$ cat src/rtl/vga_fb_arbiter.sv
// vga_fb_arbiter: shares one single-port framebuffer between display line fetch (priority) and a pixel writer
module vga_fb_arbiter #(
  parameter int WORDS_PER_LINE = 80,
  parameter int ADDR_W         = 16,
  parameter int DATA_W         = 8,
  parameter int LINE_W         = 10,
  parameter int LB_AW          = 7
) (
  input  logic              clk,
  input  logic              rst,
  input  logic              line_req,
  input  logic [LINE_W-1:0] line_num,
  output logic              fetch_done,
  output logic              fetch_overrun,
  output logic              busy,
  input  logic              wr_valid,
  input  logic [ADDR_W-1:0] wr_addr,
  input  logic [DATA_W-1:0] wr_data,
  output logic              wr_ready,
  output logic              mem_req,
  output logic              mem_we,
  output logic [ADDR_W-1:0] mem_addr,
  output logic [DATA_W-1:0] mem_wdata,
  input  logic              mem_ack,
  input  logic [DATA_W-1:0] mem_rdata,
  output logic              lb_we,
  output logic [LB_AW-1:0]  lb_addr,
  output logic [DATA_W-1:0] lb_wdata
);
  localparam logic [1:0] S_IDLE  = 2'd0;
  localparam logic [1:0] S_FETCH = 2'd1;
  localparam logic [1:0] S_WRITE = 2'd2;
  logic [1:0]        state_q, state_d;
  logic              pending_q, pending_d;
  logic [ADDR_W-1:0] base_q, base_d;
  logic [LB_AW-1:0]  idx_q, idx_d;
  logic              lb_we_q, lb_we_d;
  logic [LB_AW-1:0]  lb_addr_q, lb_addr_d;
  logic [DATA_W-1:0] lb_wdata_q, lb_wdata_d;
  logic              done_q, done_d;
  logic              overrun_q, overrun_d;
  logic              last, collide;
  // next-state: a new line request always relatches the base; one arriving over an active or pending fetch aborts it via IDLE
  always_comb begin
    last       = idx_q == LB_AW'(WORDS_PER_LINE - 1);
    collide    = line_req && (pending_q || state_q == S_FETCH);
    state_d    = state_q;
    pending_d  = pending_q;
    base_d     = base_q;
    idx_d      = idx_q;
    lb_we_d    = 1'b0;
    lb_addr_d  = '0;
    lb_wdata_d = '0;
    done_d     = 1'b0;
    overrun_d  = overrun_q || collide;
    if (line_req) begin
      base_d    = ADDR_W'(line_num * WORDS_PER_LINE);
      pending_d = 1'b1;
    end
    case (state_q)
      S_IDLE: begin
        if (pending_d) begin
          state_d   = S_FETCH;
          pending_d = 1'b0;
          idx_d     = '0;
        end else if (wr_valid) begin
          state_d = S_WRITE;
        end
      end
      S_FETCH: begin
        if (collide) begin
          state_d = S_IDLE;
        end else if (mem_ack) begin
          lb_we_d    = 1'b1;
          lb_addr_d  = idx_q;
          lb_wdata_d = mem_rdata;
          idx_d      = idx_q + 1'b1;
          done_d     = last;
          state_d    = last ? S_IDLE : S_FETCH;
        end
      end
      S_WRITE: state_d = mem_ack ? S_IDLE : S_WRITE;
      default: state_d = S_IDLE;
    endcase
  end
  // state and output registers, cleared asynchronously
  always_ff @(posedge clk or posedge rst) begin
    if (rst) begin
      state_q    <= S_IDLE;
      pending_q  <= 1'b0;
      base_q     <= '0;
      idx_q      <= '0;
      lb_we_q    <= 1'b0;
      lb_addr_q  <= '0;
      lb_wdata_q <= '0;
      done_q     <= 1'b0;
      overrun_q  <= 1'b0;
    end else begin
      state_q    <= state_d;
      pending_q  <= pending_d;
      base_q     <= base_d;
      idx_q      <= idx_d;
      lb_we_q    <= lb_we_d;
      lb_addr_q  <= lb_addr_d;
      lb_wdata_q <= lb_wdata_d;
      done_q     <= done_d;
      overrun_q  <= overrun_d;
    end
  end
  assign mem_req       = state_q != S_IDLE;
  assign mem_we        = state_q == S_WRITE;
  assign mem_addr      = state_q == S_FETCH ? base_q + ADDR_W'(idx_q) : state_q == S_WRITE ? wr_addr : '0;
  assign mem_wdata     = state_q == S_WRITE ? wr_data : '0;
  assign wr_ready      = state_q == S_WRITE && mem_ack;
  assign busy          = state_q != S_IDLE || pending_q;
  assign fetch_done    = done_q;
  assign fetch_overrun = overrun_q;
  assign lb_we         = lb_we_q;
  assign lb_addr       = lb_addr_q;
  assign lb_wdata      = lb_wdata_q;
endmodule

$ cat config.mk
export PLATFORM = sky130hd
export DESIGN_NAME = vga_fb_arbiter
export DESIGN_NICKNAME = d
export VERILOG_FILES = /design/src/rtl/vga_fb_arbiter.sv
export SDC_FILE = /design/constraint.sdc
export NUM_CORES = 1
export LEC_CHECK = 0
export CELL_PAD_IN_SITES_DETAIL_PLACEMENT = 1
export CELL_PAD_IN_SITES_GLOBAL_PLACEMENT = 2
export CORE_UTILIZATION = 27
export CTS_CLUSTER_SIZE = 24
export DETAILED_ROUTE_END_ITERATION = 7
export HOLD_SLACK_MARGIN = 0.03
export PLACE_DENSITY_LB_ADDON = 0.1
export SYNTH_ARGS = -nofsm -noshare
export SYNTH_HDL_FRONTEND = slang
export SYNTH_SLANG_ARGS = --single-unit
$ cat constraint.sdc
create_clock -name clk -period 2.4 [get_ports clk]
set_input_delay 0.24 -clock clk [delete_from_list [all_inputs] [get_ports clk]]
set_output_delay 0.24 -clock clk [all_outputs]
set_load 0.005 [all_outputs]
==> results of run 1 <==
==> per-stage QoR <==
stage,instance area [µm²],utilization (%)
global route,3810,42.8
detailed placement,3680,41.4
CTS,3790,42.7
floorplan,2530,-
global placement,3680,41.4
finish,3810,42.8
==> final timing paths <==
path	startpoint	end	slack, ns	depth (start not counted)
max in group asynchronous	rst	base_q[12]	1.65	3
hold / removal	rst	idx_q[0]	0.39	3
hold reg to reg	fetch_overrun	fetch_overrun	0.48	1
setup reg to reg	idx_q[0]	idx_q[6]	0.85	5
setup / recovery	idx_q[5]	mem_addr[15]	0.08	6
min in group clk	fetch_overrun	fetch_overrun	0.48	1
==> tightest hold or removal path, stage by stage <==
cell and delay, ns:
clkdlybuf4s50_1 0.40, inv_1 0.05, buf_4 0.44
==> report_power, final <==
group / leakage [nW] / internal [mW] / switching (mW)
registers: 0.519 / 0.771 / 0.0999
clock network: 0.0410 / 0.198 / 0.240
logic: 1.12 / 0.584 / 0.530
==> cell families (layout without fill, tap and decap cells) <==
| logic type | Yosys count | count (layout) | share of synthesized area (%) |
|---|---|---|---|
| adder cells (fa/ha/maj) | 22 | 22 | 11.5 |
| AO/OA/AOI/OAI | 61 | 61 | 18.1 |
| AND/OR/NAND/NOR | 90 | 90 | 19.6 |
| flip-flops | 40 | 40 | 39.5 |
| multiplexers | 8 | 8 | 3.56 |
| buffers and inverters | 18 | 129 | 2.91 |
| XOR/XNOR | 14 | 14 | 4.84 |
==> cell usage in the layout, fill, tap and decap left out, drive strengths merged, types with 2 or more instances in the layout <==
| cell type | count |
|---|---|
| nor2b | 3 |
| and3 | 3 |
| xnor2 | 7 |
| clkdlybuf4s50 | 82 |
| and4 | 2 |
| o211ai | 5 |
| nand2b | 4 |
| mux2 | 8 |
| nand3b | 2 |
| nand2 | 22 |
| xor2 | 7 |
| a211oi | 4 |
| nor2 | 16 |
| nand3 | 7 |
| a22o | 5 |
| dfrtp | 40 |
| o31ai | 2 |
| a211o | 3 |
| o2111ai | 2 |
| inv | 7 |
| a2111oi | 2 |
| fa | 2 |
| dlygate4sd2 | 5 |
| o311ai | 2 |
| ha | 20 |
| a21o | 5 |
| and2 | 25 |
| clkbuf | 8 |
| o21ai | 14 |
| a21oi | 12 |
| buf | 25 |
==> sequential cells by signal, summed over array words and instances, names as in the netlist, 2 cells and up <==
register	count
state_q	2
lb_addr	7
lb_wdata	8
idx_q	7
base_q	12
==> per-layer routing <==
layer	global-route usage (%)	wire, µm	vias to the layer above
li1	-	-	1125
met1	21.4	3600	1112
met2	23.9	3160	72
met3	3.40	387	8
met4	5.40	102	0
met5	0	0	-
==> layout make-up <==
type                            count  area (µm²)
Clock buffer                        6        72.6
Clock inverter                      1        5.00
Fill cell                        1008        5080
Inverter                            7        26.3
Multi-Input combinational cell    195        1500
Sequential cell                    40        1000
Tap cell                          108         135
Timing Repair Buffer              115        1070
==> timing repair <==
action / in CTS / in global routing
setup endpoints to repair: 10 / 12
resized for setup: 19 / 19
setup buffers: 4 / 0
pin swaps: 0 / 6
==> results by group, run 1 <==
Finish
  • Inserted Diodes: 0
  • Layout cells sized above 1: roughly 16%
  • Area grow syn2layout: 50.3%
  • # nets final: 433
  • Post-route insts no fill: approximately 470

Synth
  • Syn nets: 322
  • Synthesized area per cell: 10.0 µm²
  • Mapped Cells: 253
  • Cell area after synthesis: between 2000 and 3000 µm²
  • Post-synth EDFFs: 0
  • FFs w/ async S/R, synth: 100%
  • Top cell type's share of synthesized area: between 30 and 40%
  • Largest cells by area after synthesis: dfrtp_1 40%, ha_1 9.9%, and2_1 6.2%, mux2_2 3.6%, nand2_1 3.1%
  • Yosys warnings: 0
  • Top_reg_cell synth: dfrtp_1
  • Synth Register Bits: 40
  • Area leader, netlist: dfrtp_1
  • Most frequent cells after synthesis: 40 x dfrtp_1, 25 x and2_1, 21 x nand2_1
  • Synth cell types: between 40 and 50
  • Top-count cell post-synth: dfrtp_1
  • Register area share after synthesis: 39.5%

STA
  • WHS: 0.387 ns
  • Final setup violating endpoints: 0
  • Fin crit share: 96.8%
  • Sum of negative setup slack: 0 ns
  • RSZ-0062 raised after global routing: false
  • Slew @ Worst Pin: 0.534 ns
  • Fmax: 431 MHz
  • Final worst setup slack: 0.0777 ns
  • Min cycle time layout: 2.32 ns
  • Final hold viol count: 0
  • Worst Skew: ~0.0060 ns
  • Max-slew violations: 0
  • Worst slew margin: 64.4%

Route
  • Post-DR wirelength/cell: 15.3 µm
  • Residual DRC: 0
  • Routed vias/inst: approximately 4.9
  • Via count: roughly 2300
  • Post-route ant nets: 0
  • Iter 0 DRT Violations: 35
  • Wirelength, routed: 7250 µm
  • DRT Pass-1 Iters: 4

Global routing
  • Initial antenna violation count: 0
  • Total grt overflow: 0
  • Largest net degree at the start of global routing: 41
  • Vias in the first global route: 2364
  • First-pass GRT wire length: 11900 µm
  • Overall routing resource usage: 15.5%

Placed design
  • Routability cong.: 0.740
  • Dpl hpwl: 5560 µm
  • I/O Buffers: 92
  • Placed insts: 461
  • Placement Setup Slack: -0.282 ns

Clock tree
  • CTS Hold Buffers Added: 0
  • Bufs on Longest Clock Path: 2
  • Clk root buf: clkbuf_8
  • Skew-Pair Late Insertion Delay: ~0.29 ns
  • CTS sink cnt: 40
  • CTS tree: done
  • CTS Buf Count: 5
  • # H-tree levels: 2
  • CTS clk-pin slew, worst paths: 0.08 ns

Setup path
  • Crit-path slowest cell: or4b_1
  • CP Max Fanout: 3
  • Delay of the slowest critical-path stage: 0.51 ns
  • Worst path bufs/invs: 1
  • Critical Path RT: 2.16 ns
  • Worst EP arrival: between 2 and 2.5 ns
  • Cells along the critical path: ha_1 -> a21o_1 -> a21oi_2 -> or4b_1 -> nand3_1 -> dlygate4sd2_1
  • Crit start category: flip-flop
  • Family with the most delay on the worst path: simple AND/OR/NAND/NOR gates
  • Kind of critical path: flip-flop to output port
  • CP Capture Type: output port

Power
  • Pleak: ~1.7 nW
  • Power Density: 636 nW/µm²
  • Overall Power: 2.42 mW
  • Max rail drop VDD: 217 µV

Flow run
  • Max Cap Viol: 0

Die
  • Rows: 34
  • Die Span Y: around 99 µm
  • IO Pins: 93
  • Die Footprint: just under 10000 µm²
  • Initial Util: 28.5%
  • Core outline area: 8890 µm²
  • Die X: 98.9 µm

Outcome
  • Outcome: finished, final reports clean

Min path
  • Worst hold path class: primary input to async pin
(Power assumes the default switching activity.)
==> run 2, diff against run 1 <==
--- a/config.mk
+++ b/config.mk
@@ -7,9 +7,10 @@
 export LEC_CHECK = 0
 export CELL_PAD_IN_SITES_DETAIL_PLACEMENT = 1
 export CELL_PAD_IN_SITES_GLOBAL_PLACEMENT = 2
-export CORE_UTILIZATION = 27
+export CORE_UTILIZATION = 37
 export CTS_CLUSTER_SIZE = 24
 export DETAILED_ROUTE_END_ITERATION = 7
+export DONT_BUFFER_PORTS = 1
 export HOLD_SLACK_MARGIN = 0.03
 export PLACE_DENSITY_LB_ADDON = 0.1
 export SYNTH_ARGS = -nofsm -noshare
==> results by group, run 2 (synthesized netlist as in run 1, its figures left out) <==
Outcome
  • Outcome: finished with violations
  • Failing checks: design-rule violations

Finish
  • Max reg flops: 12
  • Most common cell after layout, fill and taps aside: dfrtp_1
  • # nets final: 325
  • Commonest cells after routing, fill and taps aside: 39 x dfrtp_1, 25 x and2_1, 21 x nand2_1
  • Layout cells sized above 1: 12.1%
  • Area grow syn2layout: 7.85%
  • Inserted Diodes: 0
  • Largest reg by FF count: base_q

STA
  • WHS: roughly 0.067 ns
  • Fmax: 441 MHz
  • Sum of negative setup slack: 0 ns
  • Slew @ Worst Pin: 0.521 ns
  • Worst Skew: 0.00538 ns
  • Min cycle time layout: approximately 2.3 ns
  • Worst slew margin: 65.3%
  • Max-slew violations: 0
  • Final hold viol count: 0
  • Final setup violating endpoints: 0
  • Fin crit share: 94.5%
  • RSZ-0062 raised after global routing: false

Placed design
  • Dpl hpwl: 4690 µm
  • Routability cong.: 0.789
  • I/O Buffers: 0

Die
  • Core outline area: 6490 µm²
  • IO Pins: 93
  • Die Span Y: 84.8 µm
  • Initial Util: 39.0%
  • Die Footprint: about 7200 µm²
  • Die X: 84.8 µm
  • Rows: 29

Power
  • Pleak: 1.23 nW
  • Power Density: 741 nW/µm²
  • Max rail drop VDD: between 300 and 400 µV

Global routing
  • Overall routing resource usage: 17.5%
  • Vias in the first global route: 1851
  • Initial antenna violation count: 0
  • Total grt overflow: 0
  • First-pass GRT wire length: roughly 9700 µm
  • Largest net degree at the start of global routing: a little over 40

Clock tree
  • Bufs on Longest Clock Path: 2
  • Skew-Pair Late Insertion Delay: ~0.28 ns
  • # H-tree levels: 2
  • Clk root buf: clkbuf_8
  • CTS clk-pin slew, worst paths: ~0.080 ns
  • CTS Buf Count: 5
  • CTS tree: done
  • CTS sink cnt: 40

Route
  • Routed vias/inst: 5.61
  • Post-DR wirelength/cell: ~18 µm
  • Via count: 1869
  • Iter 0 DRT Violations: 69
  • Residual DRC: 14
  • Wirelength, routed: 6020 µm
  • Post-route ant nets: 0
  • DRT Pass-1 Iters: 6

Setup path
  • CP Max Fanout: 6
  • Critical Path RT: ~2.2 ns
  • Delay of the slowest critical-path stage: 0.44 ns
  • R2r setup slk: 0.75 ns
  • Cells along the critical path: ha_1 -> inv_1 -> fa_1 -> nor2b_4 -> o2111ai_1 -> xor2_1 -> o21ai_1
  • Crit start category: flip-flop
  • Worst EP arrival: ~2 ns
  • CP Capture Type: output port
  • Crit-path slowest cell: fa_1
  • Kind of critical path: flip-flop to output port

Flow run
  • Max Cap Viol: 0

Min path
  • Worst hold path class: primary input to flip-flop
[run 2: changes by cell type in the layout (fill, tap and decap cells not counted), sizes merged]
cell,delta
dlygate4sd2,-5
clkinvlp,+1
clkdlybuf4s50,-82
buf,-20
clkdlybuf4s15,-1
clkbuf,-3
dlygate4sd3,+2
[run 2: cell type report]
class	instances	area, µm²
Timing Repair Buffer	7	57.6
Multi-Input combinational cell	195	1470
Tap cell	77	96.3
Sequential cell	40	1000
Inverter	7	26.3
Clock buffer	5	68.8
Clock inverter	2	12.5
Fill cell	752	3760
[run 2: where the power goes]
part	leakage, nW	switching (mW)	internal, mW
sequential	0.517	0.130	0.771
clock	0.0400	0.224	0.197
combinational	0.674	0.413	0.289
total	1.23	0.767	1.26
[run 2: per-stage QoR]
stage	setup slack (ns)	std cells	area [µm²]	power, mW	util [%]
global placement	0.183	324	2620	1.61	40.4
global route	0.00391	333	2730	2.18	42.1
floorplan	0.307	253	2530	1.42	-
finish	0.133	333	2730	2.02	42.1
CTS	0.0289	333	2730	2.06	42.0
detailed placement	0.138	324	2620	1.63	40.4
[run 2: path summary, 6_finish.rpt]
kind	startpoint	end	cells after the start
max	idx_q[4]	mem_addr[14]	7
min	line_req	base_q[5]	1
max reg2reg	state_q[1]	idx_q[2]	5
min reg2reg	fetch_overrun	fetch_overrun	1
max in group asynchronous	rst	idx_q[4]	3
min in group asynchronous	rst	lb_addr[2]	3
[run 2: critical path, delay by kind of cell (launching register included)]
kind / cells / cell delay [ns]
buffers and inverters: 1 / 0.06
xor gates and xnor gates: 1 / 0.18
AOI/OAI and AO/OA: 2 / 0.30
and+or+nand+nor: 1 / 0.17
adders and majority gates: 2 / 0.63
DFF: 1 / 0.42
[run 2: what timing repair did]
action                                  in CTS  in global routing
endpoints found under the hold margin       41                  0
resized for setup                            2                  3
buffers inserted                             0                  0
hold buffers                                 2                  0
endpoints found under the setup margin       4                  4
[run 2: routing by layer]
layer	up-vias	GRT usage [%]	routed length [µm]
li1	901	-	-
met1	892	24.5	3000
met2	72	27.4	2580
met3	4	4.42	400
met4	0	3.70	38
met5	-	0	0
==> run 3, diff against run 2 <==
--- a/config.mk
+++ b/config.mk
@@ -12,6 +12,7 @@
 export DETAILED_ROUTE_END_ITERATION = 7
 export DONT_BUFFER_PORTS = 1
 export HOLD_SLACK_MARGIN = 0.03
+export MAX_ROUTING_LAYER = met4
 export PLACE_DENSITY_LB_ADDON = 0.1
 export SYNTH_ARGS = -nofsm -noshare
 export SYNTH_HDL_FRONTEND = slang
==> results by group, run 3 (synthesized netlist as in run 1, its figures left out) <==
Global routing
  • M3 GR Usage: under 10%
  • Global routing usage on met1: 24.7%
  • Gr busiest metal: met2
  • First-pass GRT wire length: 9730 µm
  • Initial antenna violation count: 0
  • Total grt overflow: 0
  • Largest net degree at the start of global routing: 41
  • GRT met2 Usage: 27.4%
  • Vias in the first global route: 1852
  • Overall routing resource usage: 18.0%

Route
  • Routed vias/inst: 5.61
  • Via count: 1869
  • Iter 0 DRT Violations: 69
  • Post-DR wirelength/cell: 18.1 µm
  • Post-route ant nets: 0
  • Residual DRC: 14
  • Wirelength, routed: 6030 µm
  • DRT Pass-1 Iters: 6

Die
  • Rows: 29
  • Die Footprint: 7180 µm²
  • Initial Util: between 30% and 40%
  • Core outline area: about 6500 µm²
  • Die Span Y: 84.8 µm
  • Die X: 84.8 µm
  • IO Pins: 93

Setup path
  • FF-to-FF End: idx_q[2]
  • Crit path from: idx_q[4]
  • CP Max Fanout: 6
  • Worst EP arrival: 2.03 ns
  • Crit start category: flip-flop
  • Reg2reg start: state_q[1]
  • Reg2reg path depth: 5
  • CP Capture Type: output port
  • Critical Path RT: 2.16 ns
  • Kind of critical path: flip-flop to output port
  • R2r setup slk: 0.75 ns

Power
  • Power Density: 741 nW/µm²
  • Pleak: about 1.2 nW
  • Max rail drop VDD: 315 µV

Placed design
  • Placement Setup Slack: about 0.14 ns
  • Dpl hpwl: between 4000 and 5000 µm
  • Routability cong.: 0.800
  • I/O Buffers: 0
  • Placed insts: 324

Min path
  • Worst Hold End: base_q[5]
  • Hold Startpoint: line_req
  • Worst hold path class: primary input to flip-flop
  • Worst Hold Depth: 1

Finish
  • Layout cells sized above 1: 12.1%
  • # nets final: approximately 330
  • Fill cells: between 700 and 800
  • Max reg flops: 12
  • Area grow syn2layout: 7.85%
  • Inserted Diodes: 0
  • Fin util: 42.1%
  • Largest reg by FF count: base_q
  • Post-route insts no fill: 333
  • Most common cell after layout, fill and taps aside: dfrtp_1
  • Commonest cells after routing, fill and taps aside: 39 x dfrtp_1, 25 x and2_1, 21 x nand2_1

STA
  • Slew @ Worst Pin: 0.522 ns
  • Worst Skew: about 0.0057 ns
  • WHS: 0.0668 ns
  • Sum of negative setup slack: 0 ns
  • Final worst setup slack: roughly 0.13 ns
  • Max-slew violations: 0
  • Min cycle time layout: 2.27 ns
  • Worst slew margin: 65.2%
  • Final setup violating endpoints: 0
  • Fin crit share: 94.5%
  • RSZ-0062 raised after global routing: false
  • Final hold viol count: 0
  • Fmax: 441 MHz

Flow run
  • Max Cap Viol: 0

Clock tree
  • CTS tree: done
  • Bufs on Longest Clock Path: 2
  • CTS clk-pin slew, worst paths: roughly 0.080 ns
  • Clk root buf: clkbuf_8
  • CTS Buf Count: 5
  • Skew-Pair Late Insertion Delay: a little under 0.3 ns
  • CTS sink cnt: 40
  • # H-tree levels: 2

Outcome
  • Outcome: finished with violations
  • Failing checks: design-rule violations
==> run 3: area by class of cell <==
class / instances / area [µm²] / area share, %
Sequential cell: 40 / 1000 / 36.7
Clock inverter: 2 / 12.5 / 0.458
Timing Repair Buffer: 7 / 57.6 / 2.11
Multi-Input combinational cell: 195 / 1470 / 53.8
Inverter: 7 / 26.3 / 0.962
Tap cell: 77 / 96.3 / 3.53
Clock buffer: 5 / 68.8 / 2.52
==> run 3: what timing repair did <==
item | in CTS | in global routing
hold buffers | 2 | 0
hold endpoints to repair | 41 | 0
resized for setup | 2 | 3
setup buffers | 0 | 0
endpoints found under the setup margin | 4 | 4
==> run 3: through the flow <==
stage                     cell area (µm²)  power, mW
after floorplan                      2530       1.42
after global placement               2620       1.61
after detailed placement             2620       1.63
after CTS                            2730       2.06
after global routing                 2730       2.18
final                                2730       2.03
==> run 3: layer usage <==
layer / wire length (µm) / share of wire [%] / vias up
met5: 0 / 0 / -
met4: 29 / 0.48 / 0
met3: 361 / 6.0 / 4
met2: 2590 / 43 / 71
met1: 3050 / 51 / 893
li1: - / - / 901
==> run 3: worst max path at each step <==
stage,endpoint,slack [ns]
floorplan,base_q[13],0.31
global placement,base_q[13],0.18
detailed placement,base_q[13],0.14
CTS,mem_addr[14],0.03
global route,mem_addr[8],0.004
finish,mem_addr[14],0.13
==> run 3: report_power, final <==
part | internal, mW | switching (mW)
clock network | 0.197 | 0.224
logic | 0.289 | 0.414
registers | 0.771 | 0.131
==> run 3: worst max-delay path, stage by stage (launching register included) <==
cell and delay [ns]:
dfrtp_2 0.42, ha_1 0.19, inv_1 0.06, fa_1 0.44
nor2b_4 0.17, o2111ai_1 0.13, xor2_1 0.18, o21ai_1 0.17
==> RTL edit, RTL diff (flow settings as in run 3) <==
`LINE_W`: 10 -> 5.
--- a/src/rtl/vga_fb_arbiter.sv
+++ b/src/rtl/vga_fb_arbiter.sv
@@ -3,7 +3,7 @@
   parameter int WORDS_PER_LINE = 80,
   parameter int ADDR_W         = 16,
   parameter int DATA_W         = 8,
-  parameter int LINE_W         = 10,
+  parameter int LINE_W         = 5,
   parameter int LB_AW          = 7
 ) (
   input  logic              clk,
Ports: changed (resized line_num); port bits go from 93 to 88. The function was not compared with the original's and may differ.
==> RTL edit against run 3 <==
  * Via count decreased by 28%
  * Clock power increased by 24%
  * Critical path depth decreased by 1
  * Setup slack got worse by 0.010 ns
  * Power decreased by 12%
  * Global-route usage increased by 0.064 points
  * Sequential cell count decreased by 4
  * Wire length decreased by 28%
  * First-iteration DRC count decreased by 29%
  * Register-to-register slack improved by 0.16 ns
  * Sequential share of layout area increased by 6.0 points
  * Final area decreased by 23%
  * Synthesized area decreased by 24%
==> RTL edit: results (changes against run 3) <==
status:
  status: "completed"
logic_synthesis:
  synthTopCellsByArea: "dfrtp_1, and2_1, ha_1, a22o_1, mux2_2"
  synth_cell_types: 33  # -27%
  syn_area_per_cell_um2: 10.83  # +8.1%
  async_flop_share: 1.000  # unchanged
  yosysSeqAreaShare: 0.4700  # +0.07491
  synthTopCellsByCount: "dfrtp_1, and2_1, a22o_1"
  syn_nets: 231  # -28%
sta:
  worst_slew_pin_slew_ns: 0.7971  # +0.2754 ns
  fin_skew_ns: 0.01039  # +0.004723 ns
place:
  gp_congestion: 0.7135  # -11%
  dp_cells: 239  # -26%
  port-buffer-count: 0  # unchanged
  hpwlAfterDp_um: 3345  # -29%
finish:
  diodes: 0  # unchanged
  stdcell_count: 249  # -25%
  drive_above_1_share: 0.1154  # -0.005709
hold_path:
  hp-class: "in2reg"
power_and_ir_drop:
  vdd_drop_max_mv: 0.3524  # +12%
  p_clk_uw: 521  # +24%
  power.share.clock: 0.293  # +0.085
  p_comb_uw: 488  # -31%
  p_int_uw: 1205  # -4.1%
  power_leakage_uw: 0.001007  # -18%
grt:
  grt_max_degree: 37  # -9.8%
  grt_util_all_layers: 0.1807  # +0.0006418
  grt_pass1_vias: 1448  # -22%
  use_met1: 0.1993  # -0.04790
  grt_pass1_wl_um: 7079  # -27%
  gr-usage-met3: 0.06640  # +0.02706
  met2_usage: 0.3010  # +0.02680
drt:
  drtPass1Iterations: 4  # -2
  drt_iter0_markers: 49  # -29%
  routedWlPerCell_um: 17.40  # -3.9%
  via_per_inst: 5.434  # -3.2%
clock_tree:
  cts_buffers: 5  # unchanged
  ctsResizeCount: 0  # -2
worst_setup_path:
  path_max_fanout: 7  # +1
  crit_path_top_delay_cell: "dfrtp_1"
  crit_arrival_ns: 2.04
==> RTL edit: cell types whose count changed after synthesis, moves of 4 or more <==
cell	delta
nor2_1	-8
a22o_1	+8
dfrtp_1	-4
nand2_1	-16
nand3_1	-4
o21ai_0	-12
ha_1	-10
clkbuf_1	-5
o211ai_1	-4
==> RTL edit: per-layer routing <==
metal	vias up	share of wire	routed length, um
met4	0	0.018	77
met5	-	0	0
met2	57	0.49	2102
met1	666	0.41	1768
li1	623	-	-
met3	7	0.089	384
==> RTL edit: cell type report <==
type | count | area [um2]
fill | 545 | 2738
multi-input combinational | 127 | 953.4
sequential | 36 | 900.9
tap | 67 | 83.83
clock buffer | 6 | 72.57
timing repair buffer | 5 | 42.54
clock inverter | 2 | 35.03
inverter | 6 | 22.52
==> RTL edit: what timing repair did <==
action	in CTS	in global routing
setup endpoints to repair	0	0
hold buffers	2	0
endpoints found under the hold margin	37	0
==> RTL edit: logic make-up after synthesis <==
| logic type | share of synthesized area |
|---|---|
| mux | 0.04700 |
| xor+xnor | 0.04112 |
| simple gates | 0.1952 |
| fa+ha+maj | 0.08616 |
| buf+inv | 0.03264 |
| compound gates | 0.1279 |
| flops | 0.4700 |
==> RTL edit: final timing paths <==
check	endpoint	slack, ns	cells after the start
min in group asynchronous	idx_q[3]	0.50	3
worst min register to register	fetch_overrun	0.50	1
worst min-delay path	base_q[11]	0.05	1
worst max-delay path	mem_addr[10]	0.12	6
worst max register to register	idx_q[6]	0.91	4
max in group asynchronous	base_q[5]	1.57	3
==> RTL edit: stage by stage <==
stage	setup slack [ns]	utilization	area [um2]
floorplan	0.5522	-	1917
detailed placement	0.4245	0.4090	1983
CTS	0.1015	0.4354	2111
global placement	0.4397	0.4090	1983
global route	0.006486	0.4354	2111
finish	0.1207	0.4354	2111
